==> src/rtl/pc_ctrl_if.sv <==
//------------------------------------------------------------------------------
// pc_ctrl_if
//   Bundles the run-control, decode and ALU-result signals of the PC stage.
//   Revision: 1.0
//------------------------------------------------------------------------------
`default_nettype none

interface pc_ctrl_if #(
    parameter int PC_W = 10
);
    logic            start;
    logic [4:0]      op;
    logic            halt;
    logic            stall;
    logic [7:0]      alu_rslt;
    logic            alu_co;
    logic            alu_lt;
    logic            alu_z;
    logic [PC_W-1:0] pc;
    logic            branch_taken;
    logic            flag_z;
    logic            flag_lt;
    logic            flag_co;
    logic            running;
    logic            done;

    modport master (
        output start, op, halt, stall, alu_rslt, alu_co, alu_lt, alu_z,
        input  pc, branch_taken, flag_z, flag_lt, flag_co, running, done
    );

    modport slave (
        input  start, op, halt, stall, alu_rslt, alu_co, alu_lt, alu_z,
        output pc, branch_taken, flag_z, flag_lt, flag_co, running, done
    );
endinterface

`default_nettype wire

==> src/rtl/pc_ctrl.sv <==
//------------------------------------------------------------------------------
// pc_ctrl
//   Program counter, architectural flags, branch resolution and run control.
//   Revision: 1.0
//------------------------------------------------------------------------------
`default_nettype none

module pc_ctrl #(
    parameter int PC_W     = 10,
    parameter int START_PC = 0
) (
    input  wire logic  clk,
    input  wire logic  rst_n,
    pc_ctrl_if.slave   bus
);
    localparam logic [4:0] c_OP_ADD = 5'd0;
    localparam logic [4:0] c_OP_CMP = 5'd5;
    localparam logic [4:0] c_OP_BE  = 5'd9;
    localparam logic [4:0] c_OP_BL  = 5'd10;
    localparam logic [4:0] c_OP_BG  = 5'd11;
    localparam logic [4:0] c_OP_BA  = 5'd12;

    localparam logic [1:0] c_ST_IDLE = 2'd0;
    localparam logic [1:0] c_ST_RUN  = 2'd1;
    localparam logic [1:0] c_ST_HALT = 2'd2;

    localparam logic [PC_W-1:0] c_START  = PC_W'(START_PC);
    localparam logic [PC_W-1:0] c_PC_ONE = PC_W'(1);

    logic [1:0]      r_state;
    logic [PC_W-1:0] r_pc;
    logic            r_flag_z;
    logic            r_flag_lt;
    logic            r_flag_co;

    logic            w_advance;
    logic            w_cond;
    logic            w_branch_taken;
    logic [PC_W-1:0] w_offset;
    logic [PC_W-1:0] w_pc_next;

    assign w_advance = ~bus.stall;

    // Branch offset is an 8-bit two's-complement value sign-extended to PC_W.
    if (PC_W > 8) begin : g_sext_wide
        assign w_offset = {{(PC_W-8){bus.alu_rslt[7]}}, bus.alu_rslt};
    end else begin : g_sext_narrow
        assign w_offset = bus.alu_rslt[PC_W-1:0];
    end

    // Conditions look only at registered flags, never at this cycle's ALU outputs.
    always_comb begin
        w_cond = 1'b0;
        case (bus.op)
            c_OP_BE: w_cond = r_flag_z;
            c_OP_BL: w_cond = r_flag_lt;
            c_OP_BG: w_cond = ~r_flag_z & ~r_flag_lt;
            c_OP_BA: w_cond = 1'b1;
            default: w_cond = 1'b0;
        endcase
    end

    assign w_branch_taken = (r_state == c_ST_RUN) & w_cond;
    assign w_pc_next      = w_branch_taken ? (r_pc + w_offset) : (r_pc + c_PC_ONE);

    always_ff @(posedge clk or negedge rst_n) begin
        if (!rst_n) begin
            r_state   <= c_ST_IDLE;
            r_pc      <= c_START;
            r_flag_z  <= 1'b0;
            r_flag_lt <= 1'b0;
            r_flag_co <= 1'b0;
        end else if (w_advance) begin
            case (r_state)
                c_ST_IDLE: begin
                    r_pc <= c_START;
                    if (bus.start) begin
                        r_state <= c_ST_RUN;
                    end
                end
                c_ST_RUN: begin
                    if (bus.halt) begin
                        r_state <= c_ST_HALT;
                    end else begin
                        r_pc <= w_pc_next;
                        if (bus.op == c_OP_CMP) begin
                            r_flag_z  <= bus.alu_z;
                            r_flag_lt <= bus.alu_lt;
                        end
                        if (bus.op == c_OP_ADD) begin
                            r_flag_co <= bus.alu_co;
                        end
                    end
                end
                c_ST_HALT: begin
                    // Restart begins a fresh program: PC and flags return to reset values.
                    if (bus.start) begin
                        r_state   <= c_ST_RUN;
                        r_pc      <= c_START;
                        r_flag_z  <= 1'b0;
                        r_flag_lt <= 1'b0;
                        r_flag_co <= 1'b0;
                    end
                end
                default: begin
                    r_state <= c_ST_IDLE;
                    r_pc    <= c_START;
                end
            endcase
        end
    end

    assign bus.pc           = r_pc;
    assign bus.branch_taken = w_branch_taken;
    assign bus.flag_z       = r_flag_z;
    assign bus.flag_lt      = r_flag_lt;
    assign bus.flag_co      = r_flag_co;
    assign bus.running      = (r_state == c_ST_RUN);
    assign bus.done         = (r_state == c_ST_HALT);
endmodule

`default_nettype wire
==> src/flat_wrapper.sv <==
// flat-port wrapper written by rule: the top's interface ports become plain ports
module pc_ctrl_flat 
#(
    parameter int PC_W     = 10,
    parameter int START_PC = 0
)
  (clk, rst_n, bus_start, bus_op, bus_halt, bus_stall, bus_alu_rslt, bus_alu_co, bus_alu_lt, bus_alu_z, bus_pc, bus_branch_taken, bus_flag_z, bus_flag_lt, bus_flag_co, bus_running, bus_done);
  pc_ctrl_if #(.PC_W(PC_W)) bus_i ();
  input  wire logic clk;
  input  wire logic rst_n;
  input wire logic [$bits(bus_i.start)-1:0] bus_start;
  input wire logic [$bits(bus_i.op)-1:0] bus_op;
  input wire logic [$bits(bus_i.halt)-1:0] bus_halt;
  input wire logic [$bits(bus_i.stall)-1:0] bus_stall;
  input wire logic [$bits(bus_i.alu_rslt)-1:0] bus_alu_rslt;
  input wire logic [$bits(bus_i.alu_co)-1:0] bus_alu_co;
  input wire logic [$bits(bus_i.alu_lt)-1:0] bus_alu_lt;
  input wire logic [$bits(bus_i.alu_z)-1:0] bus_alu_z;
  output wire logic [$bits(bus_i.pc)-1:0] bus_pc;
  output wire logic [$bits(bus_i.branch_taken)-1:0] bus_branch_taken;
  output wire logic [$bits(bus_i.flag_z)-1:0] bus_flag_z;
  output wire logic [$bits(bus_i.flag_lt)-1:0] bus_flag_lt;
  output wire logic [$bits(bus_i.flag_co)-1:0] bus_flag_co;
  output wire logic [$bits(bus_i.running)-1:0] bus_running;
  output wire logic [$bits(bus_i.done)-1:0] bus_done;
  assign bus_i.start = bus_start;
  assign bus_i.op = bus_op;
  assign bus_i.halt = bus_halt;
  assign bus_i.stall = bus_stall;
  assign bus_i.alu_rslt = bus_alu_rslt;
  assign bus_i.alu_co = bus_alu_co;
  assign bus_i.alu_lt = bus_alu_lt;
  assign bus_i.alu_z = bus_alu_z;
  assign bus_pc = bus_i.pc;
  assign bus_branch_taken = bus_i.branch_taken;
  assign bus_flag_z = bus_i.flag_z;
  assign bus_flag_lt = bus_i.flag_lt;
  assign bus_flag_co = bus_i.flag_co;
  assign bus_running = bus_i.running;
  assign bus_done = bus_i.done;
  pc_ctrl #(.PC_W(PC_W), .START_PC(START_PC)) u_core (.clk(clk), .rst_n(rst_n), .bus(bus_i));
endmodule
==> config.mk <==
export PLATFORM = sky130hd
export DESIGN_NAME = pc_ctrl_flat
export DESIGN_NICKNAME = d
export VERILOG_FILES = /design/src/rtl/pc_ctrl_if.sv /design/src/rtl/pc_ctrl.sv /design/src/flat_wrapper.sv
export SDC_FILE = /design/constraint.sdc
export NUM_CORES = 1
export LEC_CHECK = 0
export BUFFER_PORTS_ARGS = -buffer_cell sky130_fd_sc_hd__buf_4
export CORE_MARGIN = 4
export CORE_UTILIZATION = 45
export DETAILED_ROUTE_END_ITERATION = 8
export GPL_ROUTABILITY_DRIVEN = 1
export PLACE_DENSITY_LB_ADDON = 0.1
export SETUP_SLACK_MARGIN = 0.4
export SLEW_MARGIN = 10
export SYNTH_ARGS = -nofsm -noshare
export SYNTH_HDL_FRONTEND = slang
export SYNTH_SLANG_ARGS = --single-unit
==> constraint.sdc <==
create_clock -name clk -period 3.9 [get_ports clk]
set_clock_uncertainty 0.05 [all_clocks]
set_input_delay 0.195 -clock clk [delete_from_list [all_inputs] [get_ports clk]]
set_output_delay 0.195 -clock clk [all_outputs]
set_load 0.005 [all_outputs]
==> impl_metrics.toml, run 1 <==
[place]
dp_cells = 197
dp_hpwl_um = 2230
portBuffers = 36
gp_congestion = 0.864
place_ws_ps = 764

[drt]
drt-vias-per-instance = 5.31
num_vias = 1073
routed_wl_um = 2780
post-route-drc-count = 0
drtPass1Iterations = 5
drt_iter0_drc = 37
wl_per_cell_um = 13.8
postRouteAntennaNets = 0

[cts]
clkTransAtPathRegs_ps = 90
cts_setup_buffers = 0
clock_latency_ps = 290
cts_hold_buf = 1
cts_tree = "built"
clockBufferDepth = 2
htree_levels = 1
cts_buffers = 3
cts_resized = 0
cts_sinks = 15
cts_root_buf = "clkbuf_4"

[logic_synthesis]
synth_area_per_cell_um2 = 8.92
ys_seq_area_share_pct = 32.1
synth_warnings = 0
netlist_instances = 131
netlist_area_mm2 = 0.00117
ys_ff_latch = 15
synthesis.nets = 165
yosysUniqueCellTypes = 33

[timing]
post-route-period-util_pct = 81.0
final_max_slew_viol_count = 0
rsz0062_at_grt = "false"
worst_pin_slew_ps = 482
setup_slack_ps = 740
hold_viol_final = 0
min_period_ps = 3160
setup_viol = 0
finalSetupTns_ps = 0
max_freq_mhz = 316
relSlewSlack_pct = 67.7

[power]
peakVddDrop_uv = 307
leakage_nw = 0.798
power_frac_clock_pct = 15.7
combPwrFrac_pct = 47.3
seqPwrFrac_pct = 37.0
power_density_mw_per_mm2 = 396
netSwitchingFraction_pct = 39.1
cell_internal_pwr_w = 0.000364
p_switching_w = 0.000234

[grt]
grt_usage_pct = 17.5
grt_pass1_wl_um = 4720
grt_max_degree = 16
grt_overflow = 0
grt_pass1_vias = 1103
antenna_found_initial = 0

[min_path]
hp-class = "in2reg"

[floorplanning]
die_width_um = 59.0
dieHeight_um = 59.0
dieArea_mm2 = 0.00348
num_rows = 18
io_pins = 37
core_area_mm2 = 0.00248
initial_core_util_pct = 47.2

[critical_path]
end_kind = "flop"
cp-start-kind = "flop"
critPathKind = "reg2reg"
cp.arrival_ps = 3300
cpPeakStageDelay_ps = 410
crit_path_cell_trace = "inv_1 -> ha_1 -> nand2_1 -> nor3_2 -> nand2b_1 -> ha_1 -> inv_1 -> fa_1 -> nor2b_1 -> o21a_1 -> o21ai_1 -> nand2b_1 -> o41ai_2 -> xnor2_1 -> a22o_1"
cp.required_ps = 4040
slowest_stage = "dfrtp_1"
worstPathMaxFanout = 9

[finish]
final_util_pct = 61.1
drive_gt1_share_pct = 26.2
nFillCells = 238
syn2layout_area_growth_pct = 29.4
final_cell_mix = "buf_4 (36), nand2_1 (16), dfrtp_1 (15)"
fin_nets = 207
n_antenna_cell = 0
final_common_cell = "buf_4"
fin_cells = 202

[run_status]
status = "completed"

[flow_run]
maxCapViolCount = 0
[final timing paths]
check                                         from                  to  slack [ps]  cells after the start
min in group asynchronous                    rst_n    u_core.bus.pc[3]         240                      2
worst max register to register   u_core.r_state[1]    u_core.bus.pc[8]         740                     15
max in group asynchronous                    rst_n   u_core.bus.flag_z        3370                      2
worst max-delay path             u_core.r_state[1]    u_core.bus.pc[8]         740                     15
worst min register to register  u_core.bus.flag_co  u_core.bus.flag_co         450                      2
worst min-delay path                    bus_alu_lt  u_core.bus.flag_lt         110                      3
[worst max-delay path: cells and delay by family (launching register included)]
kind                       cells  cell delay [ps]
DFF                            1              410
and+or+nand+nor                5              850
AOI/OAI and AO/OA              4              760
xor gates and xnor gates       1              100
buffers and inverters          2              160
adders and majority gates      3              740
[power groups by stage]
stage / logic [W] / registers (W) / clock network (W)
after global placement: 0.000278 / 0.000223 / 0
after CTS: 0.000287 / 0.000222 / 0.0000972
final: 0.000283 / 0.000221 / 0.0000941
after floorplan: 0.000166 / 0.000222 / 0
after detailed placement: 0.000283 / 0.000225 / 0
after global routing: 0.000323 / 0.000227 / 0.000103
[stage by stage]
step                      power (W)  hold slack [ps]  instance area, um^2
final                      0.000599              114                 1510
after detailed placement   0.000508             16.1                 1480
after global placement     0.000501             19.4                 1480
after global routing       0.000653              129                 1510
after floorplan            0.000388             -151                 1170
after CTS                  0.000606              105                 1510
[routing by layer]
| layer | vias to the layer above | global-route usage (%) | share of wire [%] |
|---|---|---|---|
| met4 | 0 | 7.12 | 1.5 |
| met5 | - | 0 | 0 |
| li1 | 545 | - | - |
| met3 | 5 | 3.29 | 5.7 |
| met2 | 27 | 31.9 | 50 |
| met1 | 496 | 19.8 | 43 |
[logic make-up after synthesis]
family | Yosys count | synth area share (%)
xor gates and xnor gates | 8 | 6.00
adders and majority gates | 13 | 14.6
DFF | 15 | 32.1
buffers and inverters | 11 | 3.53
and+or+nand+nor | 46 | 21.8
AOI/OAI and AO/OA | 38 | 22.0
[area by class of cell]
class	count	area [um^2]	share of cell area, %
Clock buffer	4	26.3	1.74
Timing Repair Buffer	37	280	18.5
Multi-Input combinational cell	105	752	49.7
Tap cell	30	37.5	2.48
Inverter	11	41.3	2.73
Sequential cell	15	375	24.8
[cells in the mapped netlist]
| cell type | instances | area (um^2) |
|---|---|---|
| or3_1 | 1 | 6.26 |
| o22a_1 | 1 | 8.76 |
| nor2b_1 | 1 | 6.26 |
| a21o_1 | 3 | 22.5 |
| xor2_1 | 3 | 26.3 |
| o22ai_1 | 1 | 6.26 |
| a31oi_1 | 1 | 6.26 |
| a21oi_1 | 8 | 40.0 |
| xnor2_1 | 5 | 43.8 |
| ha_1 | 12 | 150 |
| and3_1 | 1 | 6.26 |
| nor2_1 | 5 | 18.8 |
| a22o_1 | 3 | 26.3 |
| and4_1 | 1 | 8.76 |
| nand2b_1 | 6 | 37.5 |
| o21ai_2 | 1 | 8.76 |
| nand3_1 | 6 | 30.0 |
| dfrtp_1 | 15 | 375 |
| nor4_4 | 1 | 21.3 |
| nor3b_2 | 1 | 12.5 |
| o21a_1 | 3 | 22.5 |
| o21bai_1 | 1 | 7.51 |
| and2_1 | 6 | 37.5 |
| nand2_1 | 16 | 60.1 |
| fa_1 | 1 | 20.0 |
| inv_1 | 11 | 41.3 |
| o311ai_2 | 1 | 16.3 |
| o21ai_0 | 11 | 55.1 |
| o21ai_1 | 1 | 5.00 |
| o31ai_1 | 1 | 7.51 |
| o41ai_2 | 1 | 16.3 |
| a211oi_1 | 1 | 7.51 |
| nor3_2 | 1 | 10.0 |
[sequential cells by signal, indices dropped and copies added (netlist names)]
signal	cells
u_core.bus.flag_z	1
u_core.bus.flag_lt	1
u_core.bus.pc	10
u_core.r_state	2
u_core.bus.flag_co	1
(Power assumes the default switching activity.)
==> run 2: changes to the inputs <==
Clock period 3.9 ns to 2.9 ns, I/O delays scaled along.
==> impl_metrics.toml, run 2 (synthesis gave the netlist of run 1 again) <==
[floorplanning]
io_pins = 37
die_width_um = 59.0
dieArea_mm2 = 0.00348
initial_core_util_pct = 47.2
num_rows = 18
core_area_mm2 = 0.00248
dieHeight_um = 59.0

[flow_run]
maxCapViolCount = 0

[min_path]
hp-class = "in2reg"
worstHoldPathCells = 3
hp-start = "bus_alu_lt"
hold_end = "u_core.bus.flag_lt"

[drt]
post-route-drc-count = 0
wl_per_cell_um = 14.5
num_vias = 1136
postRouteAntennaNets = 0
drtPass1Iterations = 4
drt-vias-per-instance = 5.33
drt_iter0_drc = 26
routed_wl_um = 3100

[cts]
cts_sinks = 15
htree_levels = 1
cts_tree = "built"
clock_latency_ps = 280
clockBufferDepth = 2
cts_root_buf = "clkbuf_4"
cts_buffers = 3
clkTransAtPathRegs_ps = 90

[critical_path]
r2r_setup_slack_ps = 260
end_kind = "flop"
slowest_stage = "dfrtp_1"
timing.rr.start = "u_core.bus.flag_z"
worstPathMaxFanout = 4
rr_worst_depth = 15
cp.required_ps = 3060
cp.arrival_ps = 2810
cp-start-kind = "flop"
rr_endpoint = "u_core.bus.pc[6]"
critPathKind = "reg2reg"
cpPeakStageDelay_ps = 440
crit_path_cell_trace = "a211oi_2 -> nor2_1 -> o21ai_2 -> nor3_4 -> buf_4 -> nand2_1 -> fa_2 -> nor2b_1 -> o21a_1 -> o21ai_2 -> nand2b_1 -> buf_4 -> a21oi_4 -> xor2_1 -> o21ai_0"

[timing]
relSlewSlack_pct = 76.5
setup_slack_ps = 255
post-route-period-util_pct = 91.2
min_period_ps = 2640
final_max_slew_viol_count = 0
finalSetupTns_ps = 0
worst_pin_slew_ps = 350
setup_viol = 0
max_freq_mhz = 378
rsz0062_at_grt = "true"
hold_viol_final = 0

[grt]
grt_pass1_vias = 1138
antenna_found_initial = 0
grt_pass1_wl_um = 5070
grt_max_degree = 16
grt_usage_pct = 18.9
grt_overflow = 0

[finish]
n_antenna_cell = 0
syn2layout_area_growth_pct = 45.6
fin_nets = 218
largest_reg_flops = 10
drive_gt1_share_pct = 39.3
nFillCells = 205
final_common_cell = "buf_4"
final_cell_mix = "buf_4 (47), nand2_1 (15), dfrtp_1 (15)"

[run_status]
status = "completed"

[place]
gp_congestion = 0.848
place_ws_ps = 42.5
portBuffers = 36
dp_hpwl_um = 2330

[power]
leakage_nw = 0.863
peakVddDrop_uv = 376
power_density_mw_per_mm2 = 532
run 2: cell types whose count changed in the layout (fill, tap and decap cells not counted), sizes merged:
cell	before	now
buf	36	47
run 2: area by class of cell:
class	count	area [um^2]	area share, %
Multi-Input combinational cell	105	858	50.4
Sequential cell	15	375	22.1
Timing Repair Buffer	48	363	21.3
Inverter	11	41.3	2.43
Tap cell	30	37.5	2.21
Clock buffer	4	26.3	1.54
run 2: power by group:
group / internal [W] / switching (W)
Clock: 0.0000534 / 0.0000714
Sequential: 0.000256 / 0.0000504
Combinational: 0.000240 / 0.000233
run 2: metrics by stage:
stage	hold WS (ps)	std cells	cell area (um^2)	utilization, %	total power, W
after CTS	60.6	209	1640	66.2	0.000886
after global placement	-36.9	197	1530	61.6	0.000709
after detailed placement	-33.4	197	1530	61.6	0.000718
final	66.3	213	1700	68.7	0.000905
after global routing	77.1	213	1700	68.7	0.000981
after floorplan	-201	131	1220	-	0.000553
run 2: layer usage:
metal	routed length (um)	track usage (%)
met5	0	0
met4	21	3.88
met3	169	2.41
met2	1640	36.1
met1	1260	22.2
run 2: timing repair:
item | CTS | global route
endpoints found under the hold margin | 15 | 0
hold buffers | 1 | 0
buffers inserted | 7 | 4
pin swaps | 8 | 10
cloned | 0 | 0
resized for setup | 7 | 5
setup endpoints to repair | 5 | 7
run 2: how the worst max path moves through the flow:
stage / from / end / slack [ps] / cells past startpoint
after global placement: u_core.bus.flag_lt / u_core.bus.pc[8] / 160 / 15
after global routing: u_core.bus.flag_z / u_core.bus.pc[8] / 50 / 15
final: u_core.bus.flag_z / u_core.bus.pc[6] / 260 / 15
after detailed placement: u_core.r_state[1] / u_core.bus.pc[8] / 40 / 15
after floorplan: u_core.bus.flag_z / u_core.bus.pc[8] / 320 / 14
after CTS: u_core.bus.flag_lt / u_core.bus.pc[8] / 130 / 14
run 2: worst max-delay path: cells and delay by family, from the launching register on:
family / cells / cell delay (ps)
adder cells (fa/ha/maj): 1 / 380
flip-flops: 1 / 440
XOR/XNOR: 1 / 140
AO/OA/AOI/OAI: 6 / 610
buffers and inverters: 2 / 300
AND/OR/NAND/NOR: 5 / 660
==> run 3: changes to the inputs <==
Clock period 2.9 ns to 3.2 ns, I/O delays scaled along.
==> impl_metrics.toml, run 3 (synthesis gave the netlist of run 1 again) <==
[power]
peakVddDrop_uv = 410
leakage_nw = 0.838
p_total_w = 0.000794
power_density_mw_per_mm2 = 499

[grt]
grt_overflow = 0
grt_usage_pct = 16.7
grt_pass1_vias = 1091
grt_max_degree = 16
antenna_found_initial = 0
grt_pass1_wl_um = 4490

[drt]
postRouteAntennaNets = 0
wl_per_cell_um = 13.4
drtPass1Iterations = 4
routed_wl_um = 2790
post-route-drc-count = 0
drt-vias-per-instance = 5.31
drt_iter0_drc = 25
num_vias = 1110

[min_path]
hp-class = "in2reg"
hp-start = "bus_alu_lt"

[finish]
drive_gt1_share_pct = 32.4
syn2layout_area_growth_pct = 36.1
n_antenna_cell = 0
nFillCells = 214
largest_reg_flops = 10
fin_nets = 214
final_cell_mix = "buf_4 (43), nand2_1 (15), dfrtp_1 (15)"
final_common_cell = "buf_4"

[critical_path]
slowest_stage = "dfrtp_1"
critPathLaunch = "u_core.bus.flag_lt"
worstPathMaxFanout = 5
path_delay_family = "compound AO/OA/AOI/OAI gates"
cpPeakStageDelay_ps = 410
crit_path_cell_trace = "nor3b_2 -> o21ai_2 -> nor3_4 -> nand2b_1 -> ha_2 -> inv_2 -> fa_2 -> nor2b_1 -> o21a_1 -> o21ai_2 -> nand2b_1 -> o41ai_2 -> xnor2_1 -> a22o_1"
critPathKind = "reg2reg"
cp.arrival_ps = 2940
r2r_setup_slack_ps = 390
end_kind = "flop"
worst-path-buf-inv = 1
cp.required_ps = 3330
cp-start-kind = "flop"
timing.rr.start = "u_core.bus.flag_lt"

[cts]
cts_root_buf = "clkbuf_4"
htree_levels = 1
clock_latency_ps = 280
cts_sinks = 15
cts_tree = "built"
clockBufferDepth = 2
clkTransAtPathRegs_ps = 90
cts_buffers = 3

[place]
gp_congestion = 0.891
dp_hpwl_um = 2130
portBuffers = 36

[timing]
worst_pin_slew_ps = 371
max_freq_mhz = 356
setup_viol = 0
relSlewSlack_pct = 75.2
rsz0062_at_grt = "true"
finalSetupTns_ps = 0
hold_viol_final = 0
min_period_ps = 2810
post-route-period-util_pct = 87.9
final_max_slew_viol_count = 0

[floorplanning]
io_pins = 37
dieArea_mm2 = 0.00348
dieHeight_um = 59.0
initial_core_util_pct = 47.2
core_area_mm2 = 0.00248
num_rows = 18
die_width_um = 59.0

[run_status]
status = "completed"

[flow_run]
maxCapViolCount = 0
## run 3: cell count changes in the layout (fill, tap and decap cells not counted), sizes merged
cell,previous run,this run
buf,47,43
## run 3: final timing paths
path | endpoint | cells past startpoint
max in group asynchronous | u_core.bus.pc[9] | 2
worst min-delay path | u_core.bus.flag_lt | 3
worst max-delay path | u_core.bus.pc[8] | 14
worst max register to register | u_core.bus.pc[8] | 14
worst min register to register | u_core.bus.pc[6] | 2
min in group asynchronous | u_core.bus.pc[3] | 2
## run 3: cell type report
class / instances / area, um^2 / area share [%]
clock buffer: 4 / 26.3 / 1.65
inverter: 11 / 41.3 / 2.60
multi-input combinational: 105 / 777 / 48.9
sequential: 15 / 375 / 23.6
tap: 30 / 37.5 / 2.36
timing repair buffer: 44 / 333 / 20.9
## run 3: per-layer routing
metal	global-route usage [%]	part of all wire (%)
met5	0	0
met4	4.21	0
met3	2.63	5.4
met2	30.0	50
met1	20.7	45
## run 3: repair_timing
action	in CTS	in global routing
hold buffers	1	0
resized for setup	1	8
endpoints found under the hold margin	15	0
setup buffers	0	5
setup endpoints to repair	2	4
pin swaps	0	6
## run 3: power breakdown
group          total (W)  leakage (nW)  internal, W  switching [W]
clock network   0.000114        0.0150    0.0000483      0.0000657
registers       0.000268         0.200     0.000232      0.0000355
logic           0.000412         0.622     0.000205       0.000208
total           0.000794         0.838     0.000486       0.000309
## run 3: stage by stage
| stage | cells | hold WS [ps] | utilization, % | setup slack (ps) | area, um^2 |
|---|---|---|---|---|---|
| floorplan | 131 | -186 | - | 453 | 1170 |
| global placement | 199 | -18.4 | 60.2 | 421 | 1490 |
| detailed placement | 199 | -17.3 | 60.2 | 383 | 1490 |
| CTS | 204 | 82.8 | 61.9 | 411 | 1530 |
| global route | 209 | 103 | 64.2 | 161 | 1590 |
| finish | 209 | 92.3 | 64.2 | 388 | 1590 |
## run 3: worst register-to-register path, stage by stage (launching register included)
cell,delay [ps]
dfrtp_1,410
nor3b_2,200
o21ai_2,100
nor3_4,280
nand2b_1,100
ha_2,180
inv_2,60
fa_2,210
nor2b_1,50
o21a_1,190
o21ai_2,110
nand2b_1,110
o41ai_2,330
xnor2_1,130
a22o_1,200
